<file path="src/rtl/ext_bus_ctrl_if.sv">
// CPU-side and external-slave-side signals of the external bus controller.
// The master modport is the controller's view; the slave modport is the CPU plus external slave.
interface ext_bus_ctrl_if #(
    parameter int unsigned ADDR_W = 32,
    parameter int unsigned DATA_W = 32
);
    logic              cs;
    logic              wr_rd;
    logic [ADDR_W-1:0] addr;
    logic [DATA_W-1:0] data_bus_write;
    logic [DATA_W-1:0] data_bus_read;
    logic              stall;
    logic              err;

    logic              ext_req;
    logic              ext_we;
    logic [ADDR_W-1:0] ext_addr;
    logic [DATA_W-1:0] ext_wdata;
    logic [DATA_W-1:0] ext_rdata;
    logic              ext_ack;

    modport master (
        input  cs, wr_rd, addr, data_bus_write, ext_rdata, ext_ack,
        output data_bus_read, stall, err, ext_req, ext_we, ext_addr, ext_wdata
    );

    modport slave (
        output cs, wr_rd, addr, data_bus_write, ext_rdata, ext_ack,
        input  data_bus_read, stall, err, ext_req, ext_we, ext_addr, ext_wdata
    );
endinterface

</file>
<file path="src/rtl/ext_bus_ctrl.sv">
// Memory-stage controller for external-space accesses: latches the CPU access,
// runs a four-phase req/ack handshake with timeout, and stalls the pipeline meanwhile.
module ext_bus_ctrl #(
    parameter int unsigned ADDR_W  = 32,
    parameter int unsigned DATA_W  = 32,
    parameter int unsigned TIMEOUT = 16,
    parameter int unsigned CNT_W   = 8
) (
    input  logic          clk,
    input  logic          rst,
    ext_bus_ctrl_if.master bus
);
    typedef enum logic [1:0] {
        S_IDLE,
        S_REQ,
        S_RELEASE,
        S_DONE
    } state_t;

    localparam logic [CNT_W-1:0] LP_CNT_LAST = CNT_W'(TIMEOUT - 1);

    state_t            r_state;
    logic [CNT_W-1:0]  r_cnt;
    logic              r_ext_req;
    logic              r_ext_we;
    logic [ADDR_W-1:0] r_ext_addr;
    logic [DATA_W-1:0] r_ext_wdata;
    logic [DATA_W-1:0] r_rdata;
    logic              r_err;
    logic              w_stall;

    // Handshake sequencer; r_err doubles as the timeout flag and is only ever high in DONE.
    always_ff @(posedge clk) begin
        if (!rst) begin
            r_state     <= S_IDLE;
            r_cnt       <= '0;
            r_ext_req   <= 1'b0;
            r_ext_we    <= 1'b0;
            r_ext_addr  <= '0;
            r_ext_wdata <= '0;
            r_rdata     <= '0;
            r_err       <= 1'b0;
        end else begin
            r_err <= 1'b0;
            case (r_state)
                S_IDLE: begin
                    if (bus.cs) begin
                        r_ext_addr  <= bus.addr;
                        r_ext_wdata <= bus.data_bus_write;
                        r_ext_we    <= bus.wr_rd;
                        r_ext_req   <= 1'b1;
                        r_cnt       <= '0;
                        r_state     <= S_REQ;
                    end
                end
                S_REQ: begin
                    r_cnt <= r_cnt + CNT_W'(1);
                    if (bus.ext_ack) begin
                        if (!r_ext_we) begin
                            r_rdata <= bus.ext_rdata;
                        end
                        r_ext_req <= 1'b0;
                        r_state   <= S_RELEASE;
                    end else if (r_cnt == LP_CNT_LAST) begin
                        if (!r_ext_we) begin
                            r_rdata <= '0;
                        end
                        r_ext_req <= 1'b0;
                        r_err     <= 1'b1;
                        r_state   <= S_DONE;
                    end
                end
                S_RELEASE: begin
                    // Counter keeps running so a stuck ack cannot hold the pipeline forever.
                    r_cnt <= r_cnt + CNT_W'(1);
                    if (!bus.ext_ack) begin
                        r_state <= S_DONE;
                    end else if (r_cnt == LP_CNT_LAST) begin
                        r_err   <= 1'b1;
                        r_state <= S_DONE;
                    end
                end
                S_DONE: begin
                    r_state <= S_IDLE;
                end
                default: begin
                    r_state <= S_IDLE;
                end
            endcase
        end
    end

    // Stall is combinational so the cs cycle itself is frozen.
    assign w_stall = ((r_state == S_IDLE) && bus.cs)
                   || (r_state == S_REQ)
                   || (r_state == S_RELEASE);

    assign bus.stall         = w_stall;
    assign bus.err           = r_err;
    assign bus.ext_req       = r_ext_req;
    assign bus.ext_we        = r_ext_we;
    assign bus.ext_addr      = r_ext_addr;
    assign bus.ext_wdata     = r_ext_wdata;
    assign bus.data_bus_read = r_rdata;
endmodule
</file>
<file path="src/flat_wrapper.sv">
// flat-port wrapper written by rule: the top's interface ports become plain ports
module ext_bus_ctrl_flat 
#(
    parameter int unsigned ADDR_W  = 32,
    parameter int unsigned DATA_W  = 32,
    parameter int unsigned TIMEOUT = 16,
    parameter int unsigned CNT_W   = 8
)
  (clk, rst, bus_cs, bus_wr_rd, bus_addr, bus_data_bus_write, bus_ext_rdata, bus_ext_ack, bus_data_bus_read, bus_stall, bus_err, bus_ext_req, bus_ext_we, bus_ext_addr, bus_ext_wdata);
  ext_bus_ctrl_if #(.ADDR_W(ADDR_W), .DATA_W(DATA_W)) bus_i ();
  input  logic clk;
  input  logic rst;
  input wire logic [$bits(bus_i.cs)-1:0] bus_cs;
  input wire logic [$bits(bus_i.wr_rd)-1:0] bus_wr_rd;
  input wire logic [$bits(bus_i.addr)-1:0] bus_addr;
  input wire logic [$bits(bus_i.data_bus_write)-1:0] bus_data_bus_write;
  input wire logic [$bits(bus_i.ext_rdata)-1:0] bus_ext_rdata;
  input wire logic [$bits(bus_i.ext_ack)-1:0] bus_ext_ack;
  output wire logic [$bits(bus_i.data_bus_read)-1:0] bus_data_bus_read;
  output wire logic [$bits(bus_i.stall)-1:0] bus_stall;
  output wire logic [$bits(bus_i.err)-1:0] bus_err;
  output wire logic [$bits(bus_i.ext_req)-1:0] bus_ext_req;
  output wire logic [$bits(bus_i.ext_we)-1:0] bus_ext_we;
  output wire logic [$bits(bus_i.ext_addr)-1:0] bus_ext_addr;
  output wire logic [$bits(bus_i.ext_wdata)-1:0] bus_ext_wdata;
  assign bus_i.cs = bus_cs;
  assign bus_i.wr_rd = bus_wr_rd;
  assign bus_i.addr = bus_addr;
  assign bus_i.data_bus_write = bus_data_bus_write;
  assign bus_i.ext_rdata = bus_ext_rdata;
  assign bus_i.ext_ack = bus_ext_ack;
  assign bus_data_bus_read = bus_i.data_bus_read;
  assign bus_stall = bus_i.stall;
  assign bus_err = bus_i.err;
  assign bus_ext_req = bus_i.ext_req;
  assign bus_ext_we = bus_i.ext_we;
  assign bus_ext_addr = bus_i.ext_addr;
  assign bus_ext_wdata = bus_i.ext_wdata;
  ext_bus_ctrl #(.ADDR_W(ADDR_W), .DATA_W(DATA_W), .TIMEOUT(TIMEOUT), .CNT_W(CNT_W)) u_core (.clk(clk), .rst(rst), .bus(bus_i));
endmodule
</file>
<file path="config.mk">
export PLATFORM = sky130hd
export DESIGN_NAME = ext_bus_ctrl_flat
export DESIGN_NICKNAME = d
export VERILOG_FILES = /design/src/rtl/ext_bus_ctrl_if.sv /design/src/rtl/ext_bus_ctrl.sv /design/src/flat_wrapper.sv
export SDC_FILE = /design/constraint.sdc
export NUM_CORES = 1
export LEC_CHECK = 0
export CORE_MARGIN = 5
export CORE_UTILIZATION = 60
export CTS_BUF_LIST = sky130_fd_sc_hd__clkbuf_8
export CTS_CLUSTER_SIZE = 20
export DETAILED_ROUTE_END_ITERATION = 10
export DONT_BUFFER_PORTS = 1
export GPL_ROUTABILITY_DRIVEN = 0
export PLACE_DENSITY_LB_ADDON = 0.08
export SYNTH_ARGS = -nofsm -noshare
export SYNTH_HDL_FRONTEND = slang
export SYNTH_SLANG_ARGS = --single-unit
</file>
<file path="constraint.sdc">
create_clock -name clk -period 1.9 [get_ports clk]
set_input_delay 0.095 -clock clk [delete_from_list [all_inputs] [get_ports clk]]
set_output_delay 0.095 -clock clk [all_outputs]
set_load 0.01 [all_outputs]
</file>
==> run metrics <==
DR vias 3748; initial antenna violation count 0; worst path required time 1.80 ns; CTS root buffer clkbuf_8; Final period util 0.9558; measured slew at the worst slew-check pin a little over 0.5 ns; hold slack 0.05019 ns; startpoint types register; Reg clk slew, reported paths 0.09 ns; die height about 94 um; WL met1 4284 um; Detailed Route Iter0 Violations 141; Seq/Total Area, Yosys 0.5208; final setup violation count 0; Max Root-Sink Buffers 2; crit path from u_core.r_state[0]$_SDFFE_PN0P_; IO Count 201; CP Class reg -> out; post-synthesis cell area 4190 sq um; final antenna-violating net count 0; DR vias/cell 5.424; global-route wire length before repair 18630 um; leakage power total 0.002015 uW; Fillers about 430; max-slew violation total from the final report 0; synthesized instance count 501; maximum VDD drop 0.0005627 V; Place WS 0.1270 ns; count of cell types in the netlist 34; wire length on met2 5968 um; most common cell after layout, fill and taps aside nand2_1; status finished clean; Sink Count 109; routed wl met3 1263 um; pwr/cell area just over 1000 nW/um^2; vias in the first global route 3864; input/output buffers 0; Nets 697; CP Capture Type output pin; crit path time final approximately 1.8 ns; Max Clock Freq 550.6 MHz; worst-path fanout max 7; most frequent cells in the layout 202 x nand2_1, 107 x dfxtp_1, 100 x dlygate4sd3_1, 66 x a21boi_0, 33 x a21oi_1; clock skew 0.01018 ns; worst skew pair latency ~0.35 ns; largest net degree at the start of global routing 73; Yosys Warn Count 0; post-detail-place hpwl 7050 um; unrepaired setup endpoints after global routing no; total grt overflow 0; width of the die 93.57 um; Final Hold Violating Endpoints 0; row count 30; die area between 8000 and 9000 sq um; highest metal used met4; Slew HR 0.6583; WP data arrival approximately 1.7 ns; Total GRT Usage 0.2671; setup slack after layout approximately 0.084 ns; WL per Instance 17.20 um; CTS tree built; Initial Utilization 0.6168; Reg-to-Reg Start u_core.r_state[1]$_SDFFE_PN0P_; register bit count reported by yosys about 110; drt first pass iters 4; routed wire length 11890 um; # DRC 0; core area about 6800 sq um; syn nets 607; syn avg cell area approximately 8.4 sq um; Total Power 5677 uW; Area Growth Syn to Fin 30.73%; Num CTS Buffers 9; antenna cells 0; hold_sp rst; class of the worst hold path in -> reg; aggregate negative setup slack 0 ns; number of max-cap violations 0; Post-CTS Setup Bufs 0; CTS H-tree lvls 3; layout cells sized above 1 0.07227
what timing repair did:
item / 4_1_cts / 5_1_grt
endpoints found under the setup margin: 1 / 5
hold buffers: 101 / 0
endpoints found under the hold margin: 104 / 0
gates resized for setup: 3 / 2
pin swaps: 0 / 0
cell type report:
type	count	area, sq um	share of cell area
multi-input cells	355	1852	0.3381
clock inverters	5	27.53	0.005025
repair buffers	112	1141	0.2083
well taps	96	120.1	0.02193
inverters	4	15.01	0.002741
flip-flops and latches	109	2185	0.3988
clock buffers	10	137.6	0.02513
flip-flops by register name, summed over array words and instances, names as in the netlist:
signal	count
u_core.bus.data_bus_read	32
u_core.bus.ext_wdata	32
u_core.bus.err	1
u_core.bus.ext_addr	32
u_core.r_cnt	8
u_core.r_state	2
u_core.bus.ext_we	1
u_core.bus.ext_req	1
through the flow:
step / cell area [sq um] / std cells / utilization
CTS: 5473 / 691 / 0.8055
floorplan: 4190 / 501 / -
global placement: 4279 / 575 / 0.6298
detailed placement: 4279 / 575 / 0.6298
finish: 5478 / 691 / 0.8063
global route: 5478 / 691 / 0.8063
metal layers:
metal,vias up,global-route usage
met5,-,0
met4,0,0.1312
met3,33,0.09332
met2,189,0.4717
met1,1725,0.2808
li1,1801,-
synth_stat cells (all sizes together):
cell type / number / area share
nand2: 203 / 0.18
and2: 2 / 0.0033
dfxtp: 109 / 0.52
nor4: 2 / 0.0066
a211oi: 2 / 0.0036
or3: 4 / 0.0066
nor2b: 3 / 0.0045
nor2: 5 / 0.0045
o41ai: 1 / 0.0066
a31oi: 2 / 0.0030
nand2b: 2 / 0.0036
a32oi: 1 / 0.0021
nand3: 2 / 0.0024
o21ai: 7 / 0.0084
buf: 13 / 0.020
or2b: 1 / 0.0018
a21oi: 37 / 0.048
ha: 5 / 0.015
nor3: 5 / 0.0072
xnor2: 3 / 0.0063
mux2i: 1 / 0.0024
clkbuf: 20 / 0.018
inv: 4 / 0.0036
o311ai: 1 / 0.0021
a21boi: 66 / 0.12
kinds of logic (layout without fill, tap and decap cells):
logic type,count (synthesis),after routing,share of synthesized area
muxes,1,1,0.002389
adders and majority gates,5,5,0.01493
xor gates and xnor gates,3,3,0.006272
DFF,109,109,0.5208
and+or+nand+nor,229,229,0.2222
AOI/OAI and AO/OA,117,117,0.1917
buffers and inverters,37,131,0.04180
where the power goes:
group | internal, uW | leakage [uW] | switching, uW | total (uW)
clock network | 500 | 0.0000935 | 718 | 1220
registers | 2610 | 0.000891 | 395 | 3000
logic | 598 | 0.00103 | 857 | 1450
total | 3710 | 0.00202 | 1970 | 5680
worst max-delay path, cell delays in order (launching register included):
cell	delay, ns
dfxtp_2	0.36
inv_1	0.08
ha_1	0.24
buf_4	0.17
and2_4	0.17
or3_4	0.35
final timing paths:
path / slack [ns] / endpoint / cells after the start
min: 0.05 / u_core.bus.data_bus_read[9]$_SDFFE_PN0P_ / 3
max: 0.08 / bus_stall / 5
max reg2reg: 0.18 / u_core.bus.data_bus_read[20]$_SDFFE_PN0P_ / 7
min reg2reg: 0.51 / u_core.bus.data_bus_read[21]$_SDFFE_PN0P_ / 2
No activity file was read; power rests on OpenSTA's default activity.
